--- config.mk ---
export PLATFORM = sky130hd
export DESIGN_NAME = uart_tx
export DESIGN_NICKNAME = d
export VERILOG_FILES = /design/src/rtl/uart_tx.sv
export SDC_FILE = /design/constraint.sdc
export NUM_CORES = 1
export LEC_CHECK = 0
export BUFFER_PORTS_ARGS = -buffer_cell sky130_fd_sc_hd__buf_2
export CORE_MARGIN = 5
export CORE_UTILIZATION = 26
export CTS_CLUSTER_SIZE = 20
export DETAILED_ROUTE_END_ITERATION = 8
export PLACE_DENSITY_LB_ADDON = 0.08
export SLEW_MARGIN = 15
export SYNTH_ARGS = -nofsm -noshare
export SYNTH_HDL_FRONTEND = slang
export SYNTH_SLANG_ARGS = --single-unit
--- constraint.sdc ---
create_clock -name clk -period 1.7 [get_ports clk]
set_input_delay 0.085 -clock clk [delete_from_list [all_inputs] [get_ports clk]]
set_output_delay 0.085 -clock clk [all_outputs]
set_load 0.02 [all_outputs]
--- src/rtl/uart_tx.sv ---
// UART transmitter: one byte per valid/ready handshake. The frame is a start bit,
// 8 data bits sent LSB first, an optional parity bit and 1 or 2 stop bits.
module uart_tx #(
  parameter int CLOCK_FREQ = 50000000,
  parameter int BAUD       = 115200,
  parameter int PARITY     = 0,
  parameter int STOP_BITS  = 1
) (
  input  logic       clk,
  input  logic       rst,
  input  logic [7:0] tx_data,
  input  logic       tx_valid,
  output logic       tx_ready,
  output logic       tx,
  output logic       busy
);

  localparam int          DIV    = CLOCK_FREQ / BAUD;
  localparam logic [15:0] DIV_M1 = 16'(DIV - 1);

  if (DIV < 2 || DIV > 65535) begin : g_bad_div
    $error("uart_tx: CLOCK_FREQ/BAUD must be in 2..65535");
  end
  if (PARITY < 0 || PARITY > 2) begin : g_bad_parity
    $error("uart_tx: PARITY must be 0 (none), 1 (odd) or 2 (even)");
  end
  if (STOP_BITS < 1 || STOP_BITS > 2) begin : g_bad_stop
    $error("uart_tx: STOP_BITS must be 1 or 2");
  end

  typedef enum logic [2:0] {
    S_IDLE,
    S_START,
    S_DATA,
    S_PARITY,
    S_STOP
  } state_e;

  state_e      state_q;
  logic [15:0] baud_cnt_q;
  logic [2:0]  bit_cnt_q;
  logic [7:0]  shreg_q;
  logic        par_q;
  logic        tx_q;
  logic        ready_q;
  logic        busy_q;

  // NOTE: every register here is assigned with <= so all branches see pre-edge values.
  always_ff @(posedge clk) begin
    if (rst) begin
      state_q    <= S_IDLE;
      baud_cnt_q <= '0;
      bit_cnt_q  <= '0;
      shreg_q    <= '0;
      par_q      <= 1'b0;
      tx_q       <= 1'b1;
      ready_q    <= 1'b0;
      busy_q     <= 1'b0;
    end else if (state_q == S_IDLE) begin
      ready_q <= 1'b1;
      if (tx_valid && ready_q) begin
        shreg_q    <= tx_data;
        par_q      <= (PARITY == 2) ? ^tx_data : ~^tx_data;
        state_q    <= S_START;
        tx_q       <= 1'b0;
        busy_q     <= 1'b1;
        ready_q    <= 1'b0;
        baud_cnt_q <= DIV_M1;
        bit_cnt_q  <= '0;
      end
    end else if (baud_cnt_q != 16'd0) begin
      baud_cnt_q <= baud_cnt_q - 16'd1;
    end else begin
      // End of the current line bit: pick the next bit and restart its period.
      baud_cnt_q <= DIV_M1;
      case (state_q)
        S_START: begin
          state_q <= S_DATA;
          tx_q    <= shreg_q[0];
          shreg_q <= {1'b0, shreg_q[7:1]};
        end
        S_DATA: begin
          if (bit_cnt_q == 3'd7) begin
            bit_cnt_q <= '0;
            if (PARITY != 0) begin
              state_q <= S_PARITY;
              tx_q    <= par_q;
            end else begin
              state_q <= S_STOP;
              tx_q    <= 1'b1;
            end
          end else begin
            bit_cnt_q <= bit_cnt_q + 3'd1;
            tx_q      <= shreg_q[0];
            shreg_q   <= {1'b0, shreg_q[7:1]};
          end
        end
        S_PARITY: begin
          state_q   <= S_STOP;
          tx_q      <= 1'b1;
          bit_cnt_q <= '0;
        end
        S_STOP: begin
          // bit_cnt_q counts stop-bit periods here.
          if (bit_cnt_q == 3'(STOP_BITS - 1)) begin
            state_q    <= S_IDLE;
            busy_q     <= 1'b0;
            ready_q    <= 1'b1;
            baud_cnt_q <= '0;
            bit_cnt_q  <= '0;
          end else begin
            bit_cnt_q <= bit_cnt_q + 3'd1;
          end
        end
        default: begin
          state_q <= S_IDLE;
          tx_q    <= 1'b1;
          busy_q  <= 1'b0;
        end
      endcase
    end
  end

  assign tx_ready = ready_q;
  assign tx       = tx_q;
  assign busy     = busy_q;

endmodule

# Yosys cells after proc, flatten, opt, wreduce, memory -nomap -nowiden
# Cells that the tools add are included.
[op_classes] reduce_logical=15 n_div=0 n_shift=0 n_lt_le_gt_ge=0 bitwise_logic=0 add_sub_neg=2 muxes=37 multipliers=0 n_eq_ne=12
[op_table] cell="$mux 16" n=3
[op_table] cell="$mux 8" n=4
[op_table] cell="$mux 3" n=10
[op_table] cell="$mux 9" n=2
[op_table] cell="$pmux 8 s2" n=1
[op_table] cell="$reduce_bool 16->1" n=1
[op_table] cell="$sub 16x1->16 const B" n=1
[op_table] cell="$mux 1" n=13
[op_table] cell="$pmux 3 s4" n=1
[op_table] cell="$reduce_and 4->1" n=3
[op_table] cell="$ne 3x3->1 const B" n=3
[op_table] cell="$pmux 3 s3" n=1
[op_table] cell="$reduce_and 3->1" n=3
[op_table] cell="$eq 3x2->1 const B" n=2
[op_table] cell="$eq 3x3->1 const B" n=2
[op_table] cell="$logic_not 3->1" n=2
[op_table] cell="$ne 2x1->1 const B" n=2
[op_table] cell="$ne 2x2->1 const B" n=2
[op_table] cell="$reduce_bool 2->1" n=2
[op_table] cell="$reduce_bool 4->1" n=1
[op_table] cell="$add 3x1->3 const B" n=1
[op_table] cell="$eq 3x1->1 const B" n=1
[op_table] cell="$pmux 1 s3" n=1
[op_table] cell="$reduce_bool 3->1" n=1
[op_table] cell="other kinds (3)" n=3
[totals] input_bits=11 latch_bits=0 register_bits=33 memories=0 word_cells=73 mem_bits_ro=0 ram_bits=0 output_inout_bits=3

# Depth between registers and ports, before layout
# Gate-level depths: netlist (run 1).
[depth] ltp_word=5 depth_mapped=8 depth_no_buf=7

# Worst setup path after synthesis (run 1)
# Ideal clock, no wire load.
[synth_timing] kind="register to register" from="register baud_cnt_q[0]" to="register state_q[2]" stages_incl_launch_ff=9 required_time_ns=1.579 t_arrival_ns=1.713 path_slack_ns=-0.133 setup_time_ns=0.121 cell_sequence="dfxtp_1 -> inv_1 -> ha_1 -> nor2b_1 -> and4_1 -> buf_2 -> a21oi_1 -> nor2_1 -> mux2_2"
[synth_via] elab_chain_len=3
[synth_lines] item="from (decl)" line="40" source="logic [15:0] baud_cnt_q;"
[synth_lines] item="from (signal assigned)" line="72" source="baud_cnt_q <= baud_cnt_q - 16'd1;"
[synth_lines] item="$reduce_bool 16->1" line="71" source="end else if (baud_cnt_q != 16'd0) begin"
[synth_lines] item="$ne 2x2->1 (no line)"
[synth_lines] item="$reduce_and 4->1 (no line)"
[synth_lines] item="to (signal assigned)" line="78" source="state_q <= S_DATA;"
[synth_lines] item="to (signal assigned)" line="86" source="state_q <= S_PARITY;"
[synth_lines] item="to (signal assigned)" line="89" source="state_q <= S_STOP;"
[synth_lines] item="to (decl)" line="39" source="state_e state_q;"
# No other way between the ends.
# A chain may end at the register's enable or synchronous reset.

# Worst setup path after layout (run 1)
[layout_timing] from="register baud_cnt_q[7]" to="register baud_cnt_q[7]"
[layout_via] elab_chain_len=3
[layout_lines] item="$sub 16x1->16 or $reduce_bool 16->1 (tied branches)" line="72, 71"
[layout_lines] item="$mux 16 *" line="71"
[layout_lines] item="$mux 16 *" line="59" source="end else if (state_q == S_IDLE) begin"
# Every way passes the cells marked *; elsewhere a longest branch is shown, timed or not.

==> results of run 1 <==
[layout by cell type, fill, tap and decap left out, types with 4 or more instances in the layout]
cell and count:
buf_4 45, a21o_1 5, o21ai_1 8, nand2b_1 5, nand3_1 7, nand2_1 24, a21oi_1 10, dfxtp_1 29
o21ai_0 4, buf_6 6, o21ai_2 5, buf_2 13, a31oi_1 8, o21a_1 7, nor3_1 7, nor3_2 4
inv_1 5, nor2_1 18, clkbuf_8 7
[final cells by class]
class                   instances  share of cell area [%]
clock buffers                   7                   3.583
multi-input cells             176                   47.23
well taps                      96                   4.467
inverters                       5                  0.6980
clock inverters                 1                  0.1861
repair buffers                 66                   18.99
flip-flops and latches         33                   24.85
[kinds of logic (layout without fill, tap and decap cells)]
group | count (synthesis) | in the layout | synth area share, %
compound gates | 76 | 76 | 27.94
mux | 1 | 1 | 0.6072
simple gates | 94 | 94 | 27.94
fa+ha+maj | 4 | 4 | 2.699
flops | 33 | 33 | 35.63
buf+inv | 19 | 79 | 4.723
xor+xnor | 1 | 1 | 0.4724
[stage by stage]
stage	setup TNS (ns)	instance area, µm²	util (%)
after detailed placement	-0.8925	2332	33.95
after CTS	-0.1352	2521	36.70
after global placement	-1.364	2332	33.95
after global routing	-2.064	2689	39.14
after floorplan	-0.02618	1871	-
final	-0.3492	2689	39.14
[cells in the mapped netlist (2+ instances only)]
library cell	instances	area share [%]
o21ai_1	2	0.54
nor4_2	2	1.3
a21oi_1	14	3.8
dfxtp_1	33	36
o31ai_1	3	1.2
a31oi_1	8	2.7
ha_1	4	2.7
nor3_1	11	3.0
buf_4	2	0.81
a211oi_1	4	1.6
a22oi_1	2	0.81
o21ai_2	2	0.94
nand2_1	24	4.9
nand2b_1	6	2.0
and3_1	3	1.0
clkbuf_1	10	2.0
nand4_1	2	0.67
o21ai_0	13	3.5
a211o_1	2	0.94
nor2_1	20	4.0
o22ai_1	3	1.0
nand3_1	7	1.9
or3_1	3	1.0
inv_1	5	1.0
nand4b_1	2	0.94
a21o_1	5	2.0
nor4_1	4	1.3
nor2b_1	3	1.0
o21a_1	7	2.8
[layer usage]
metal / track usage [%] / vias to the layer above / routed length (µm)
li1: - / 962 / -
met1: 18.09 / 878 / 2794
met2: 19.39 / 35 / 2456
met3: 2.948 / 9 / 223
met4: 4.928 / 0 / 93
met5: 0 / - / 0
[worst paths after layout]
check                                                  end  slack (ns)
worst max-delay path            baud_cnt_q[7]$_SDFFE_PP0N_       -0.08
worst min-delay path               shreg_q[7]$_SDFFE_PP0P_        0.06
worst max register to register  baud_cnt_q[7]$_SDFFE_PP0N_       -0.08
worst min register to register     shreg_q[2]$_SDFFE_PP0P_        0.47
[worst max-delay path, cell delays in order (launching register included)]
cell     delay (ns)
dfxtp_2        0.35
nor4_4         0.39
and4_4         0.33
a21oi_4        0.08
buf_6          0.12
and3_4         0.16
nor4_4         0.25
[repair_timing]
action                     4_1_cts  5_1_grt
setup endpoints to repair       25       32
pin swaps                       16       18
hold endpoints to repair         0        0
buffers inserted                 4        5
gates resized for setup         19       34
[report_power, final]
group	internal [µW]	switching, µW	leakage (µW)
Sequential	889	102	0.000272
Clock	367	320	0.0000542
Combinational	839	897	0.000763
[registers in the layout, summed over array words and instances, names as in the netlist]
register / count
baud_cnt_q: 16
tx_ready: 1
bit_cnt_q: 3
tx: 1
shreg_q: 8
busy: 1
state_q: 3
==> impl_metrics.csv, run 1 <==
group,metric,value,unit
outcome,status,"complete, but fails checks",
outcome,violations,"negative setup slack",
yosys,yosysWarnings,0,
floorplan,core,6869,µm²
drt,detail_route.vias_per_cell,4.906,
timing,slew_viol_final,0,
timing,hold_violations,0,
final_layout,final_cells,384,
floorplan,chipHeight,94.45,µm
drt,drc_errors,0,
yosys,yosysSeqAreaShare,35.63,%
critical_path,worst_setup_path_start_kind,"flip-flop",
clock_network,clockBufferDepth,2,
clock_network,cts-root-buf,"clkbuf_8",
flow_run,drv_cap,0,
final_layout,drive_above_1_share,40.28,%
grt,grt_max_degree,20,
timing,setup_slack,-0.07820,ns
drt,first_pass_iters,4,
yosys,synth-async-reset-ratio,0,%
grt,grt_pass1_wl,8997,µm
floorplan,dieArea,8921,µm²
placed_design,dp_cells,368,
yosys,synth_fp_nets,243,
yosys,syn-cell-area,1854,µm²
placed_design,place_ws,-0.08964,ns
power,p_per_area,1269,nW/µm²
yosys,ys_seq_elements,33,
floorplan,boundaryPins,14,
placed_design,port_buffers,13,
critical_path,worstSetupPathType,"flip-flop to flip-flop",
yosys,yosysUniqueCellTypes,51,
timing,relSlewSlack,73.88,%
final_layout,final_nets,302,
timing,finalClockSkew,0.005385,ns
drt,drtIter0Drc,82,
final_layout,diodes,0,
placed_design,hpwl,3921,µm
grt,grt_usage,12.98,%
drt,wire_per_inst,14.50,µm
yosys,synthCells,228,
final_layout,fillerInstances,719,
drt,ant_nets,0,
floorplan,rows,30,
timing,max_freq,0.5624,GHz
drt,vias,1884,
critical_path,end_kind,"flip-flop",
critical_path,r2r_cells,6,
clock_network,cts_tree,"built",
floorplan,start_util,26.99,%
yosys,synth_edf_count,0,
grt,antenna_found_initial,0,
final_layout,multi_input_comb_area,1270,µm²
power,ir_drop,0.0004726,V
drt,drt-total-wl,5567,µm
timing,fin_crit_sh,104.6,%
placed_design,globalplace.congestion,0.7542,
clock_network,numCtsBuffers,5,
clock_network,clock-sinks,33,
power,power,3413,µW
timing,rsz0062_at_grt,"true",
critical_path,crit_fanout,4,
final_layout,ff_latch_area,668.1,µm²
timing,final-setup-viol-count,14,
timing,worst_pin_slew,0.3883,ns
floorplan,die_x,94.45,µm
timing,holdWs,0.05935,ns
yosys,avgSynthCellArea,8.133,µm²
clock_network,clkTransAtPathRegs,0.08,ns
clock_network,cts_hold_buf,0,
hold_path,min-delay-start,"tx_data[7]",
critical_path,crit_required,1.90,ns
critical_path,timing.rr.start,"baud_cnt_q[7]$_SDFFE_PP0N_",
clock_network,htreeDepth,2,
timing,min_period,1.778,ns
grt,grt-ovfl-total,0,
power,power_leakage,0.001088,µW
hold_path,hp-class,"primary input to flip-flop",
clock_network,clock_latency,0.29,ns
yosys,ys.flop_type,"dfxtp_1",
grt,grt_pass1_vias,1798,
critical_path,startpoint,"baud_cnt_q[7]$_SDFFE_PP0N_",
hold_path,hold_depth,3,
critical_path,worst_ep_arrival_time,1.97,ns
final_layout,area_growth_syn_to_layout,45.01,%
No activity file was read; power rests on OpenSTA's default activity.
==> inputs of run 2 (changes only) <==
- ABC_AREA: not set -> 1
- CTS_BUF_LIST: not set -> sky130_fd_sc_hd__clkbuf_4 sky130_fd_sc_hd__clkbuf_8 sky130_fd_sc_hd__clkbuf_16
==> impl_metrics.csv, run 2 <==
group,metric,value,unit
outcome,status,"complete, no violations",
clock_network,clkTransAtPathRegs,0.08,ns
final_layout,diodes,0,
final_layout,mostFrequentLayoutCells,"nand2_1, nor2_1, nand3_1",
yosys,ys.flop_type,"dfxtp_1",
critical_path,timing.rr.start,"bit_cnt_q[0]$_SDFFE_PP0P_",
critical_path,crit_fanout,16,
clock_network,cts_tree,"built",
floorplan,dieArea,9850,µm²
timing,hold_violations,0,
critical_path,worst_ep_arrival_time,1.71,ns
critical_path,end_kind,"flip-flop",
timing,min_period,1.524,ns
timing,slew_viol_final,0,
floorplan,boundaryPins,14,
yosys,yosysWarnings,0,
floorplan,chipHeight,99.25,µm
critical_path,r2r_cells,9,
yosys,post-synth-top-area-fraction,31.90,%
yosys,yosys.area.top_type,"dfxtp_1",
final_layout,final_common_cell,"nand2_1",
floorplan,rows,32,
timing,finalClockSkew,0.005252,ns
grt,grt_pass1_vias,1778,
drt,wire_per_inst,11.58,µm
yosys,yosysUniqueCellTypes,30,
floorplan,die_x,99.25,µm
clock_network,numCtsBuffers,5,
placed_design,hpwl,3821,µm
final_layout,largest_reg_flops,16,
yosys,synth.most_common_cell,"nand2_1",
critical_path,worst_setup_path_start_kind,"flip-flop",
critical_path,r2r_setup_slack,0.18,ns
yosys,synth_edf_count,0,
placed_design,dpl_cell_area,2315,µm²
critical_path,worstSetupPathType,"flip-flop to flip-flop",
grt,grt_usage,10.98,%
timing,fin_tns_setup,0,ns
yosys,synth.top_cells.by_count,"nand2_1, nor2_1, nand3_1",
floorplan,core,7727,µm²
placed_design,port_buffers,13,
drt,vias,1968,
final_layout,finish.instance_area,2442,µm²
final_layout,reg.largest.list,"baud_cnt_q (16), shreg_q (8)",
clock_network,cts_setup_buffers,0,
critical_path,r2r-end,"shreg_q[4]$_SDFFE_PP0P_",
yosys,avgSynthCellArea,6.333,µm²
drt,drc_errors,0,
grt,grt_pass1_wl,8721,µm
grt,grt_max_degree,23,
grt,antenna_found_initial,0,
critical_path,startpoint,"bit_cnt_q[0]$_SDFFE_PP0P_",
critical_path,slowest_stage,"dfxtp_1",
floorplan,start_util,26.80,%
drt,drtIter0Drc,110,
critical_path,slowest_delay,0.33,ns
clock_network,clock_latency,0.29,ns
clock_network,cts-root-buf,"clkbuf_8",
placed_design,globalplace.congestion,0.7554,
drt,drt-total-wl,5248,µm
critical_path,crit_end,"shreg_q[4]$_SDFFE_PP0P_",
flow_run,drv_cap,0,
yosys,syn-cell-area,2071,µm²
drt,detail_route.vias_per_cell,4.344,
yosys,synth-async-reset-ratio,0,%
critical_path,crit_chain,"ha_1, ha_1, inv_1, nand2_1, a21oi_2, buf_12, nand3_1, nand2_1, nor2_1",
final_layout,drive_above_1_share,16.81,%
yosys,synth_fp_nets,342,
yosys,yosysSeqAreaShare,31.90,%
timing,max_freq,0.6560,GHz
final_layout,final_nets,365,
yosys,ys_seq_elements,33,
timing,final-setup-viol-count,0,
clock_network,clock-sinks,33,
yosys,synth.area.top_cells,"dfxtp_1, nand2_1, nand3_1",
drt,first_pass_iters,4,
hold_path,hp-class,"primary input to flip-flop",
timing,rsz0062_at_grt,"false",
timing,fin_crit_sh,89.67,%
grt,grt-ovfl-total,0,
critical_path,crit_required,1.89,ns
timing,relSlewSlack,80.15,%
clock_network,htreeDepth,2,
clock_network,clockBufferDepth,2,
final_layout,top_register,"baud_cnt_q",
timing,worst_pin_slew,0.2974,ns
final_layout,area_growth_syn_to_layout,17.95,%
drt,ant_nets,0,
yosys,synthCells,327,
==> run 2: worst min-delay path by stage <==
stage | start | slack [ns] | to | cells past startpoint
4_1_cts | rst | 0.12 | baud_cnt_q[2]$_SDFFE_PP0N_ | 2
3_3_place_gp | rst | 0.41 | baud_cnt_q[1]$_SDFFE_PP0N_ | 2
2_1_floorplan | tx_valid | 0.26 | busy$_SDFFE_PP0P_ | 2
5_1_grt | rst | 0.12 | baud_cnt_q[13]$_SDFFE_PP0N_ | 2
6_report | rst | 0.11 | baud_cnt_q[13]$_SDFFE_PP0N_ | 2
3_5_place_dp | rst | 0.43 | baud_cnt_q[2]$_SDFFE_PP0N_ | 2
==> run 2: stage by stage <==
step | utilization [%] | worst slack [ns] | hold slack (ns) | cells
floorplan | - | 0.1352 | 0.2593 | 327
global placement | 29.95 | 0.1731 | 0.4110 | 445
detailed placement | 29.95 | 0.1646 | 0.4320 | 445
CTS | 31.51 | 0.1459 | 0.1162 | 453
global route | 31.61 | 0.02415 | 0.1243 | 453
finish | 31.61 | 0.1757 | 0.1116 | 453
==> run 2: cell families after synthesis <==
family,synth area share [%]
buffers and inverters,10.88
adders and majority gates,2.417
xor gates and xnor gates,2.115
and+or+nand+nor,42.60
DFF,31.90
AOI/OAI and AO/OA,10.09
==> run 2: routing by layer <==
metal,GRT usage [%],up-vias,part of all wire (%)
li1,-,1071,-
met1,16.03,869,54
met2,15.91,22,42
met3,2.454,6,2.5
met4,3.466,0,1.3
met5,0,-,0
==> run 2: area by class of cell <==
type                            instances  area, µm²
Timing Repair Buffer                   26      187.7
Fill cell                             854       5285
Inverter                               41      153.9
Tap cell                              102      127.6
Sequential cell                        33      660.6
Clock inverter                          1      30.03
Clock buffer                            7      90.09
Multi-Input combinational cell        243       1192
==> run 2: worst max-delay path: cells and delay by family, from the launching register on <==
kind	cells	cell delay (ns)
adder cells (fa/ha/maj)	2	0.38
flip-flops	1	0.33
buffers and inverters	2	0.26
AND/OR/NAND/NOR	4	0.25
AO/OA/AOI/OAI	1	0.20
==> run 2: repair_timing <==
item / 4_1_cts / 5_1_grt
setup endpoints to repair: 0 / 2
resized for setup: 0 / 3
hold buffers: 0 / 0
Power of run 2 is not shown: default switching activity piles up to over one toggle a cycle in this logic, so the estimate is an artifact.
